--- config.mk ---
export PLATFORM = sky130hd
export DESIGN_NAME = spi_master_ctrl
export DESIGN_NICKNAME = d
export VERILOG_FILES = /design/src/rtl/spi_master_pkg.sv /design/src/rtl/spi_master_sclk_gen.sv /design/src/rtl/spi_master_ctrl.sv
export SDC_FILE = /design/constraint.sdc
export NUM_CORES = 1
export LEC_CHECK = 0
export BUFFER_PORTS_ARGS = -buffer_cell sky130_fd_sc_hd__buf_2
export CORE_MARGIN = 5
export CORE_UTILIZATION = 55
export DETAILED_ROUTE_END_ITERATION = 6
export PLACE_DENSITY = 0.8
export SLEW_MARGIN = 20
export SYNTH_ARGS = -nofsm -noshare
export SYNTH_HDL_FRONTEND = slang
export SYNTH_SLANG_ARGS = --single-unit
--- constraint.sdc ---
create_clock -name clk -period 3.35 [get_ports clk]
set_input_delay 0.335 -clock clk [delete_from_list [all_inputs] [get_ports clk]]
set_output_delay 0.335 -clock clk [all_outputs]
set_load 0.01 [all_outputs]
--- src/rtl/spi_master_pkg.sv ---
// Shared types and constants for the SPI mode-0 frame master.
// Frame layout: {addr[6:0], rw} then one data byte, MSB first.
`timescale 1ns/1ps
package spi_master_pkg;

    localparam int FRAME_BITS = 16;
    localparam int ADDR_BITS  = 7;
    localparam int DATA_BITS  = 8;

    localparam logic RW_READ = 1'b1;

    typedef enum logic [2:0] {
        IDLE,
        CSS,
        SHIFT,
        CSH,
        GAP
    } state_e;

    // Read frames carry zeros in the data byte; the slave drives miso instead.
    function automatic logic [FRAME_BITS-1:0] pack_frame(
        input logic                 rw,
        input logic [ADDR_BITS-1:0] addr,
        input logic [DATA_BITS-1:0] wdata
    );
        return {addr, rw, (rw == RW_READ) ? {DATA_BITS{1'b0}} : wdata};
    endfunction

endpackage

--- src/rtl/spi_master_sclk_gen.sv ---
// SPI clock divider: SCLK_HALF clk cycles per half-period, low phase first.
// Counter and phase restart from zero whenever the enable drops.
`timescale 1ns/1ps
module spi_master_sclk_gen #(
    parameter int SCLK_HALF = 8
) (
    input  logic clk,
    input  logic rst_n,
    input  logic en_i,
    output logic phase_o,
    output logic rise_stb_o,
    output logic fall_stb_o,
    output logic sample_stb_o
);

    localparam int            CW   = $clog2(SCLK_HALF + 1);
    localparam logic [CW-1:0] LAST = CW'(SCLK_HALF - 1);

    logic [CW-1:0] cnt_q;
    logic          phase_q;
    logic          at_last;

    assign at_last = (cnt_q == LAST);

    always_ff @(posedge clk or negedge rst_n) begin
        if (!rst_n) begin
            cnt_q   <= '0;
            phase_q <= 1'b0;
        end else if (!en_i) begin
            cnt_q   <= '0;
            phase_q <= 1'b0;
        end else if (at_last) begin
            cnt_q   <= '0;
            phase_q <= ~phase_q;
        end else begin
            cnt_q   <= cnt_q + CW'(1);
        end
    end

    assign phase_o      = phase_q;
    assign rise_stb_o   = en_i && at_last && !phase_q;
    assign fall_stb_o   = en_i && at_last && phase_q;
    // miso is taken on the last high cycle, just before sclk falls.
    assign sample_stb_o = en_i && at_last && phase_q;

endmodule

--- src/rtl/spi_master_ctrl.sv ---
// SPI mode-0 master issuing 16-bit read/write frames to the spiMemory slave.
// Define SPI_MASTER_WRITE_VERIFY_EN to follow every write with a readback check.
`timescale 1ns/1ps
module spi_master_ctrl
    import spi_master_pkg::*;
#(
    parameter int SCLK_HALF = 8,
    parameter int CS_SETUP  = 4,
    parameter int CS_HOLD   = 4,
    parameter int CS_GAP    = 8
) (
    input  logic                 clk,
    input  logic                 rst_n,
    input  logic                 req_valid,
    output logic                 req_ready,
    input  logic                 req_rw,
    input  logic [ADDR_BITS-1:0] req_addr,
    input  logic [DATA_BITS-1:0] req_wdata,
    output logic                 rsp_valid,
    output logic [DATA_BITS-1:0] rsp_rdata,
    output logic                 rsp_mismatch,
    output logic                 busy,
    output logic                 sclk_pin,
    output logic                 cs_pin,
    output logic                 mosi_pin,
    input  logic                 miso_pin
);

    generate
        if (SCLK_HALF < 4) begin : g_bad_sclk_half
            $error("SCLK_HALF must be at least 4");
        end
    endgenerate

    localparam int               BIT_W      = $clog2(FRAME_BITS);
    localparam logic [BIT_W-1:0] BIT_LAST   = BIT_W'(FRAME_BITS - 1);
    localparam logic [BIT_W-1:0] BIT_RX0    = BIT_W'(FRAME_BITS - DATA_BITS);
    localparam logic [7:0]       SETUP_LAST = 8'(CS_SETUP - 1);
    localparam logic [7:0]       HOLD_LAST  = 8'(CS_HOLD - 1);
    localparam logic [7:0]       GAP_LAST   = 8'(CS_GAP - 1);

    state_e                  state_q;
    logic [FRAME_BITS-1:0]   tx_q;
    logic [DATA_BITS-1:0]    rx_q;
    logic [BIT_W-1:0]        bit_q;
    logic [7:0]              cnt_q;
    logic                    rw_q;
    logic                    ready_q;
    logic                    busy_q;
    logic                    rsp_valid_q;
    logic [DATA_BITS-1:0]    rsp_rdata_q;
    logic                    cs_q;
    logic                    mosi_q;

`ifdef SPI_MASTER_WRITE_VERIFY_EN
    logic [ADDR_BITS-1:0]    addr_q;
    logic [DATA_BITS-1:0]    wdata_q;
    logic                    vfy_q;
    logic                    mism_q;
`endif

    logic sclk_en;
    logic sclk_phase;
    logic fall_stb;
    logic sample_stb;
    logic unused_rise_stb;

    assign sclk_en = (state_q == SHIFT);

    spi_master_sclk_gen #(
        .SCLK_HALF (SCLK_HALF)
    ) u_sclk_gen (
        .clk          (clk),
        .rst_n        (rst_n),
        .en_i         (sclk_en),
        .phase_o      (sclk_phase),
        .rise_stb_o   (unused_rise_stb),
        .fall_stb_o   (fall_stb),
        .sample_stb_o (sample_stb)
    );

    always_ff @(posedge clk or negedge rst_n) begin
        if (!rst_n) begin
            state_q     <= IDLE;
            tx_q        <= '0;
            rx_q        <= '0;
            bit_q       <= '0;
            cnt_q       <= '0;
            rw_q        <= 1'b0;
            ready_q     <= 1'b1;
            busy_q      <= 1'b0;
            rsp_valid_q <= 1'b0;
            rsp_rdata_q <= '0;
            cs_q        <= 1'b1;
            mosi_q      <= 1'b0;
`ifdef SPI_MASTER_WRITE_VERIFY_EN
            addr_q      <= '0;
            wdata_q     <= '0;
            vfy_q       <= 1'b0;
            mism_q      <= 1'b0;
`endif
        end else begin
            rsp_valid_q <= 1'b0;
            unique case (state_q)
                IDLE: begin
                    if (req_valid && ready_q) begin
                        tx_q    <= pack_frame(req_rw, req_addr, req_wdata);
                        mosi_q  <= req_addr[ADDR_BITS-1];
                        rw_q    <= req_rw;
                        cs_q    <= 1'b0;
                        cnt_q   <= '0;
                        bit_q   <= '0;
                        ready_q <= 1'b0;
                        busy_q  <= 1'b1;
                        state_q <= CSS;
`ifdef SPI_MASTER_WRITE_VERIFY_EN
                        addr_q  <= req_addr;
                        wdata_q <= req_wdata;
                        vfy_q   <= (req_rw != RW_READ);
`endif
                    end
                end
                CSS: begin
                    if (cnt_q == SETUP_LAST) begin
                        cnt_q   <= '0;
                        state_q <= SHIFT;
                    end else begin
                        cnt_q   <= cnt_q + 8'd1;
                    end
                end
                SHIFT: begin
                    if (sample_stb && (bit_q >= BIT_RX0)) begin
                        rx_q <= {rx_q[DATA_BITS-2:0], miso_pin};
                    end
                    // mosi moves at the fall so it settles through the low phase.
                    if (fall_stb) begin
                        tx_q   <= {tx_q[FRAME_BITS-2:0], 1'b0};
                        mosi_q <= tx_q[FRAME_BITS-2];
                        if (bit_q == BIT_LAST) begin
                            bit_q   <= '0;
                            state_q <= CSH;
                        end else begin
                            bit_q   <= bit_q + BIT_W'(1);
                        end
                    end
                end
                CSH: begin
                    if (cnt_q == HOLD_LAST) begin
                        cnt_q   <= '0;
                        cs_q    <= 1'b1;
                        state_q <= GAP;
`ifdef SPI_MASTER_WRITE_VERIFY_EN
                        if (rw_q == RW_READ) begin
                            rsp_valid_q <= 1'b1;
                            rsp_rdata_q <= rx_q;
                            mism_q      <= vfy_q && (rx_q != wdata_q);
                        end
`else
                        rsp_valid_q <= 1'b1;
                        rsp_rdata_q <= (rw_q == RW_READ) ? rx_q : '0;
`endif
                    end else begin
                        cnt_q <= cnt_q + 8'd1;
                    end
                end
                GAP: begin
                    if (cnt_q == GAP_LAST) begin
                        cnt_q <= '0;
`ifdef SPI_MASTER_WRITE_VERIFY_EN
                        if (rw_q != RW_READ) begin
                            tx_q    <= pack_frame(RW_READ, addr_q, '0);
                            mosi_q  <= addr_q[ADDR_BITS-1];
                            rw_q    <= RW_READ;
                            cs_q    <= 1'b0;
                            bit_q   <= '0;
                            state_q <= CSS;
                        end else begin
                            ready_q <= 1'b1;
                            busy_q  <= 1'b0;
                            state_q <= IDLE;
                        end
`else
                        ready_q <= 1'b1;
                        busy_q  <= 1'b0;
                        state_q <= IDLE;
`endif
                    end else begin
                        cnt_q <= cnt_q + 8'd1;
                    end
                end
                default: state_q <= IDLE;
            endcase
        end
    end

    assign req_ready = ready_q;
    assign busy      = busy_q;
    assign rsp_valid = rsp_valid_q;
    assign rsp_rdata = rsp_rdata_q;
    assign sclk_pin  = sclk_phase;
    assign cs_pin    = cs_q;
    assign mosi_pin  = mosi_q;

`ifdef SPI_MASTER_WRITE_VERIFY_EN
    assign rsp_mismatch = mism_q;
`else
    assign rsp_mismatch = 1'b0;
`endif

endmodule

==> reports/results.ini, run 1 <==
[outcome]
outcome=finished with violations
violations=negative hold slack

[critical_path]
cp_max_fo=8
reg2reg_from=cnt_q[5]
max_stage_delay_ps=680
crit_start=cnt_q[5]
slowest_stage=or4_1
critical_path_class=reg -> reg
worstPathRequired_ps=3540
cp-start-kind=flop
worstPathCellList=or4_4, or4_1, o21ai_0, o211ai_1
critPathCaptureType=flop
ff2ff_path_depth=4
critPathArrivalTime_ps=2530

[floorplanning]
ios=35
dieArea_um2=6400
die_y_um=80.0
row_count=25
initial_utilization=0.567
coreArea_um2=4750
die-width_um=80.0

[drt]
routed_wl_mm=5.16
dr.pass1.iters=4
vias=2049
ant_nets=0
route.detailed.drc=0
drt-wirelength-per-cell_um=13.8
initialDrtViolationCount=176
via_per_inst=5.46

[synthesis]
yosysWarnings=0
synth_xor_area_frac=0.00650
yosys.area_share.simple=0.185
synth_top_area_frac=0.510
synthTopCellsByCount=dfrtp_1, nand2_1, nor2_1, a21oi_1, inv_1
async_reset_ff_frac=1.00
yosysTopAreaCell=dfrtp_1
yosysSeqAreaShare=0.530
ys.flop_type=dfrtp_1
synth.area.mux_share=0.0747
yosysMostFrequentCell=dfrtp_1
synthTopCellsByArea=dfrtp_1, nand2_1, mux2_2
syn_avg_cell_area_um2=9.88
synth_fp_nets=297
ys_ff_latch=57
synth_cell_types=45
synth_top_family_by_area=simple AND/OR/NAND/NOR gates
synth-edff-count=0
synthAdderAreaFrac=0.0186
synthCells=273
synth_compound_area_frac=0.138
synth_area_um2=2700

[grt]
antenna_found_initial=0
grt_use_total=0.182
grt_pass1_vias=1956
grt_pass1_wl_mm=8.95
grt_start_max_net_pins=37
grt_overflow=0

[clock_network]
clockBufferDepth=2
ctsHoldBuffers=0
cts_root_buf=clkbuf_8
clkTransAtPathRegs_ps=60
clock_latency_ps=340
numCtsBuffers=9
cts_resized=0
cts_tree=done
postCtsSetupBuffers=0
cts.htree.levels=3
cts.sinks=57

[timing]
fin_hold_ws_ps=-5.10
setup_viol=0
period_needed_ps=2340
slew_headroom=0.585
timing.fmax_mhz=427
maxSlewViolCount=0
hold_violations=12
rsz0062_at_grt=no
setup_ws_ps=1010
fin_crit_sh=0.699
worst_pin_slew_ps=616
finalSetupTns_ps=0
clock_skew_ps=7.23

[placement]
io_buffers=33
dpl.hpwl_mm=3.36
place_congestion=0.819
place_ws_ps=1050
post-place-cells=359
place_area_um2=2900

[cells_and_area]
antenna-diode-count=0
multi_input_area_um2=1140
utilization=0.653
seqCellArea_um2=1430
nFillCells=389
nNetsFinal=327
drive_gt1_frac=0.221
fin_area_um2=3110
syn_to_final_growth_pct=15.2
fin_cells=375

[power_and_ir_drop]
powerDensity_nw_per_um2=457
peakVddDrop_uv=465
fin_total_pwr_mw=1.42
p_leak_nw=1.41

[worst_hold_path]
hold_path.class=in -> async

[run]
drv_cap=0

==> layout by cell type (no fill, tap or decap), types with 3 or more instances in the layout <==
cell type	Yosys	routed
dfrtp_1	55	55
nand2_1	39	39
buf_2	3	33
nor2_1	22	22
a21oi_1	17	17
inv_1	14	14
mux2i_1	10	10
a31oi_1	9	9
mux2_2	9	9
clkbuf_8	0	9
nor3_1	8	8
nor3b_1	8	8
o21ai_0	8	8
o211ai_1	7	7
nand3_1	6	6
o21a_1	4	4
ha_1	4	4
clkinv_2	0	3
buf_4	1	3
==> cell families after synthesis <==
family,count (synthesis)
and+or+nand+nor,101
AOI/OAI and AO/OA,58
DFF,57
buffers and inverters,31
muxes,19
adders and majority gates,4
xor gates and xnor gates,2
other,1
==> registers in the layout, summed over array words and instances, names as in the netlist, 3 cells and up <==
signal / cells
cnt_q: 8
u_sclk_gen.cnt_q: 4
rsp_rdata: 8
bit_q: 4
tx_q: 15
state_q: 3
rx_q: 8
==> worst max-delay path: cells and delay by family (launching register included) <==
family	cells	cell delay (ps)
flip-flops	1	430
AO/OA/AOI/OAI	2	500
AND/OR/NAND/NOR	2	1260
==> layout make-up <==
type / instances / area share
inverters: 14 / 0.0169
clock inverters: 6 / 0.0266
clock buffers: 10 / 0.0411
repair buffers: 36 / 0.0604
multi-input cells: 185 / 0.368
flip-flops and latches: 57 / 0.460
well taps: 67 / 0.0270
==> worst paths after layout <==
path / endpoint / slack, ps
worst max register to register: cnt_q[7] / 1010
max in group asynchronous: req_ready / 2520
worst max-delay path: cnt_q[7] / 1010
worst min-delay path: cnt_q[0] / -5
worst min register to register: u_sclk_gen.cnt_q[0] / 500
min in group clk: rx_q[0] / 230
==> per-layer routing <==
metal	up-vias	track usage	part of all wire
met4	0	0.0726	0.0095
met5	-	0	0
met1	983	0.234	0.46
met3	8	0.0643	0.052
li1	1010	-	-
met2	48	0.278	0.48
==> report_power, final <==
group / switching [mW] / total (mW) / leakage, nW / internal, mW
combinational: 0.0205 / 0.0340 / 0.590 / 0.0135
clock: 0.274 / 0.689 / 0.106 / 0.415
sequential: 0.00256 / 0.696 / 0.712 / 0.693
total: 0.297 / 1.42 / 1.41 / 1.12
Power figures use the tool's default switching activity.
==> run 2, diff against run 1 <==
--- a/config.mk
+++ b/config.mk
@@ -7,9 +7,9 @@
 export LEC_CHECK = 0
 export BUFFER_PORTS_ARGS = -buffer_cell sky130_fd_sc_hd__buf_2
 export CORE_MARGIN = 5
-export CORE_UTILIZATION = 55
+export CORE_UTILIZATION = 51
 export DETAILED_ROUTE_END_ITERATION = 6
-export PLACE_DENSITY = 0.8
+export PLACE_DENSITY = 0.79
 export SLEW_MARGIN = 20
 export SYNTH_ARGS = -nofsm -noshare
 export SYNTH_HDL_FRONTEND = slang
==> constraint.sdc (replaced) <==
create_clock -name clk -period 2 [get_ports clk]
set_input_delay 0.2 -clock clk [delete_from_list [all_inputs] [get_ports clk]]
set_output_delay 0.2 -clock clk [all_outputs]
set_load 0.01 [all_outputs]
==> reports/results.ini, run 2 (synthesized netlist as in run 1, its figures left out) <==
[floorplanning]
die-width_um=82.7  ; +3.4%
die_y_um=82.7  ; +3.4%
ios=35  ; unchanged
dieArea_um2=6840  ; +6.8%
initial_utilization=0.528  ; -0.0392
coreArea_um2=5110  ; +7.4%
row_count=26  ; +4.0%

[timing]
clock_skew_ps=7.04  ; -0.190 ps
slew_headroom=0.647  ; +0.0615
setup_ws_ps=-1.79  ; -1010 ps
worst_pin_slew_ps=530  ; -85.7 ps
hold_violations=0  ; -12
rsz0062_at_grt=yes
fin_crit_sh=1.00  ; +0.302
maxSlewViolCount=0  ; unchanged
fin_hold_ws_ps=105  ; +110 ps
period_needed_ps=2000  ; -340 ps
setup_viol=1  ; +1
timing.fmax_mhz=500  ; +17%
finalSetupTns_ps=-1.79  ; -1.79 ps

[critical_path]
critPathArrivalTime_ps=2220  ; -310 ps
max_stage_delay_ps=570  ; -110 ps
worstPathRequired_ps=2210  ; -1330 ps
cpMostUsedCell=or4_4
worstPathCellList=or4_4, or4_4, o21a_1, a211o_1
reg2reg_from=cnt_q[7]
cpLargestDelayFamily=simple AND/OR/NAND/NOR gates
cp-start-kind=flop
critPathCaptureType=flop
critPathBufInv=0  ; unchanged
critical_path_class=reg -> reg
ff2ff_path_depth=4  ; unchanged
cp_num_cells=4  ; unchanged
cp_max_fo=8  ; unchanged
slowest_stage=or4_4
crit_start=cnt_q[7]

[grt]
grt_overflow=0  ; unchanged
grt_pass1_wl_mm=9.07  ; +1.4%
grt_start_max_net_pins=37  ; unchanged
grt_use_total=0.177  ; -0.00443
grt_pass1_vias=1957  ; +0.051%
antenna_found_initial=0  ; unchanged

[cells_and_area]
nNetsFinal=337  ; +3.1%
final_common_cell=dfrtp_1
mostFrequentLayoutCells=dfrtp_1, nand2_1, buf_2
antenna-diode-count=0  ; unchanged
regMostFlops=tx_q
drive_gt1_frac=0.252  ; +0.0308
largest_reg_flops=15  ; unchanged
syn_to_final_growth_pct=19.0
utilization=0.628  ; -0.0253

[outcome]
outcome=finished with violations
violations=negative setup slack

[clock_network]
cts_root_buf=clkbuf_8
cts.sinks=57  ; unchanged
clkTransAtPathRegs_ps=70  ; about the same
cts.htree.levels=3  ; unchanged
clock_latency_ps=330  ; about the same
cts_tree=done
clockBufferDepth=2  ; unchanged
numCtsBuffers=9  ; unchanged

[placement]
dpl.hpwl_mm=3.54  ; +5.3%
place_ws_ps=-44.8  ; -1090 ps
io_buffers=33  ; unchanged
place_congestion=0.899  ; +9.8%

[run]
drv_cap=0  ; unchanged

[drt]
route.detailed.drc=0  ; unchanged
routed_wl_mm=5.09  ; -1.3%
drt-wirelength-per-cell_um=13.1  ; -4.6%
via_per_inst=5.22  ; -4.4%
ant_nets=0  ; unchanged
dr.pass1.iters=4  ; unchanged
initialDrtViolationCount=107  ; -39%
vias=2026  ; -1.1%

[worst_hold_path]
hold_path.startpoint=miso_pin
hold_path.class=in -> reg
min_path_cells=2

[power_and_ir_drop]
powerDensity_nw_per_um2=688  ; +51%
peakVddDrop_uv=488  ; +4.7%
p_leak_nw=1.47  ; +4.1%

[run 2: per-layer routing]
metal	up-vias	GRT usage	wire length, um
met2	34	0.274	2380
met4	0	0.0686	64
met3	5	0.0564	238
li1	1026	-	-
met5	-	0	0
met1	961	0.232	2410
[run 2: area by class of cell]
type / instances / area, um2
clock buffers: 13 / 169
fillers: 433 / 1900
well taps: 70 / 87.6
clock inverters: 3 / 15.0
flip-flops and latches: 57 / 1430
inverters: 14 / 52.6
multi-input cells: 185 / 1150
repair buffers: 46 / 303
[run 2: metrics by stage]
step / total power, mW / std cells / instance area [um2]
after floorplan: 1.20 / 273 / 2710
after global placement: 1.25 / 371 / 3010
after detailed placement: 1.25 / 371 / 3010
after CTS: 2.24 / 388 / 3210
after global routing: 2.32 / 388 / 3210
final: 2.21 / 388 / 3210
[run 2: where the power goes]
group,switching [mW],internal [mW],leakage (nW),total [mW]
sequential,0.00479,1.16,0.712,1.17
combinational,0.0366,0.0266,0.655,0.0632
clock,0.434,0.545,0.0992,0.979
[run 2: final timing paths]
| kind | endpoint | slack, ps |
|---|---|---|
| setup / recovery | state_q[1] | -2 |
| hold / removal | rx_q[0] | 110 |
| setup reg to reg | state_q[1] | -2 |
| hold reg to reg | u_sclk_gen.cnt_q[0] | 480 |
| max in group asynchronous | cs_pin | 1000 |
| min in group asynchronous | cnt_q[7] | 390 |
[run 2: timing repair]
item / CTS / global route
setup buffers: 0 / 0
hold endpoints to repair: 21 / 0
gates cloned: 0 / 0
hold buffers: 1 / 0
endpoints found under the setup margin: 6 / 7
resized for setup: 2 / 1
pin swaps: 0 / 1
==> run 3, diff against run 2 <==
--- a/config.mk
+++ b/config.mk
@@ -6,7 +6,6 @@
 export NUM_CORES = 1
 export LEC_CHECK = 0
 export BUFFER_PORTS_ARGS = -buffer_cell sky130_fd_sc_hd__buf_2
-export CORE_MARGIN = 5
 export CORE_UTILIZATION = 51
 export DETAILED_ROUTE_END_ITERATION = 6
 export PLACE_DENSITY = 0.79
==> reports/results.ini, run 3 (synthesized netlist as in run 1, its figures left out) <==
[clock_network]
cts.htree.levels=3  ; unchanged
numCtsBuffers=9  ; unchanged
cts_root_buf=clkbuf_8
clkTransAtPathRegs_ps=60  ; about the same
clock_latency_ps=330  ; about the same
clockBufferDepth=2  ; unchanged
cts_tree=done
cts.sinks=57  ; unchanged

[power_and_ir_drop]
peakVddDrop_uv=413  ; -15%
p_leak_nw=1.51  ; +2.8%
powerDensity_nw_per_um2=722  ; +4.9%

[worst_hold_path]
hold_path.startpoint=miso_pin
min_path_cells=2  ; unchanged
hold_path.class=in -> reg
hold_end=rx_q[0]

[critical_path]
cp_max_fo=5  ; -3
worstPathCellList=or4_4, or4_4, buf_4, o2111ai_1, o211ai_1
timing.rr.end=cnt_q[7]
ff2ff_path_depth=5  ; +1
critical_path_class=reg -> reg
critPathCaptureType=flop
reg2reg_from=cnt_q[7]
worst-r2r-setup-slack_ps=9  ; about the same
slowest_stage=or4_4
max_stage_delay_ps=580  ; about the same
cpMostUsedCell=or4_4
critPathArrivalTime_ps=2200  ; -20 ps
worstPathRequired_ps=2200  ; about the same
cp-start-kind=flop

[drt]
wl_met3_um=220  ; -7.6%
dr.pass1.iters=4  ; unchanged
ant_nets=0  ; unchanged
drt-wirelength-per-cell_um=13.2  ; +0.24%
routed_wl_mm=5.17  ; +1.5%
vias=2111  ; +4.2%
wl_met2_mm=2.51  ; +5.9%
initialDrtViolationCount=153  ; +43%
route.detailed.drc=0  ; unchanged
top_layer=met4
wl_met1_mm=2.36  ; -2.3%
via_per_inst=5.37  ; +2.9%

[timing]
finalSetupTns_ps=0  ; +1.79 ps
period_needed_ps=1990  ; -10.6 ps
setup_viol=0  ; -1
rsz0062_at_grt=yes
timing.fmax_mhz=502  ; +0.53%
clock_skew_ps=6.23  ; -0.807 ps
hold_violations=0  ; unchanged
maxSlewViolCount=0  ; unchanged
fin_crit_sh=0.996  ; -0.00529
fin_hold_ws_ps=92.2  ; -12.8 ps

[cells_and_area]
regMostFlops=tx_q
fin_area_um2=3280  ; +2.4%
syn_to_final_growth_pct=21.8
utilization=0.643  ; +0.0149
drive_gt1_frac=0.266  ; +0.0147
largest_reg_flops=15  ; unchanged
final_common_cell=dfrtp_1
fin_cells=393  ; +1.3%
antenna-diode-count=0  ; unchanged
mostFrequentLayoutCells=dfrtp_1, nand2_1, buf_2
nNetsFinal=342  ; +1.5%

[floorplanning]
ios=35  ; unchanged
dieArea_um2=5580  ; -18%
coreArea_um2=5110  ; unchanged
initial_utilization=0.528  ; unchanged
row_count=26  ; unchanged
die-width_um=74.7  ; -9.7%
die_y_um=74.7  ; -9.7%

[placement]
place_congestion=0.848  ; -5.7%
post-place-cells=374  ; +0.81%
dpl.hpwl_mm=3.44  ; -2.7%
place_area_um2=3030  ; +0.75%
io_buffers=33  ; unchanged

[grt]
grt_pass1_wl_mm=8.33  ; -8.2%
grt_start_max_net_pins=58  ; +57%
grt_pass1_vias=1841  ; -5.9%
grt_use_total=0.203  ; +0.0258
grt_overflow=0  ; unchanged
antenna_found_initial=0  ; unchanged

[outcome]
outcome=finished, final reports clean

[run]
drv_cap=0  ; unchanged

[run 3: cell count changes in the layout (fill, tap and decap cells not counted), sizes merged]
cell,change
bufinv,+1
clkinv,-2
clkbuf,+1
buf,+5
[run 3: critical path: cells and delay by family, from the launching register on]
family,cells,cell delay (ps)
buffers and inverters,1,170
AO/OA/AOI/OAI,2,200
AND/OR/NAND/NOR,2,1120
flip-flops,1,380
[run 3: repair_timing]
action / 4_1_cts / 5_1_grt
resized for setup: 2 / 2
hold buffers: 1 / 0
endpoints found under the hold margin: 55 / 0
pin swaps: 0 / 1
endpoints found under the setup margin: 5 / 14
buffers inserted: 0 / 2
[run 3: worst max path at each step]
| stage | endpoint | slack, ps | from |
|---|---|---|---|
| after floorplan | state_q[1] | -20 | cnt_q[7] |
| after global placement | cnt_q[7] | 2 | cnt_q[3] |
| after detailed placement | cnt_q[3] | -70 | cnt_q[7] |
| after CTS | cnt_q[7] | -6 | cnt_q[7] |
| after global routing | cnt_q[3] | -70 | cnt_q[7] |
| final | cnt_q[7] | 9 | cnt_q[7] |
[run 3: where the power goes]
part / leakage [nW] / total, mW / internal, mW / switching, mW
Clock: 0.113 / 1.14 / 0.710 / 0.430
Sequential: 0.710 / 1.17 / 1.16 / 0.00494
Combinational: 0.684 / 0.0643 / 0.0269 / 0.0374
Total: 1.51 / 2.37 / 1.90 / 0.473
[run 3: metrics by stage]
stage | power, mW | setup slack [ps]
2_1_floorplan | 1.20 | -21.1
4_1_cts | 2.40 | -5.79
3_3_place_gp | 1.25 | 1.79
3_5_place_dp | 1.25 | -75.0
5_1_grt | 2.45 | -66.5
6_report | 2.37 | 8.79
[run 3: final cells by class]
cell class / instances / area, um2
clock buffer: 14 / 183
clock inverter: 2 / 35.0
fill: 414 / 1820
inverter: 14 / 52.6
multi-input combinational: 185 / 1160
sequential: 57 / 1430
tap: 70 / 87.6
timing repair buffer: 51 / 340
[run 3: routing by layer]
layer / GRT usage / vias up
li1: - / 1038
met1: 0.268 / 1023
met2: 0.297 / 40
met3: 0.0736 / 10
met4: 0.0985 / 0
met5: 0 / -
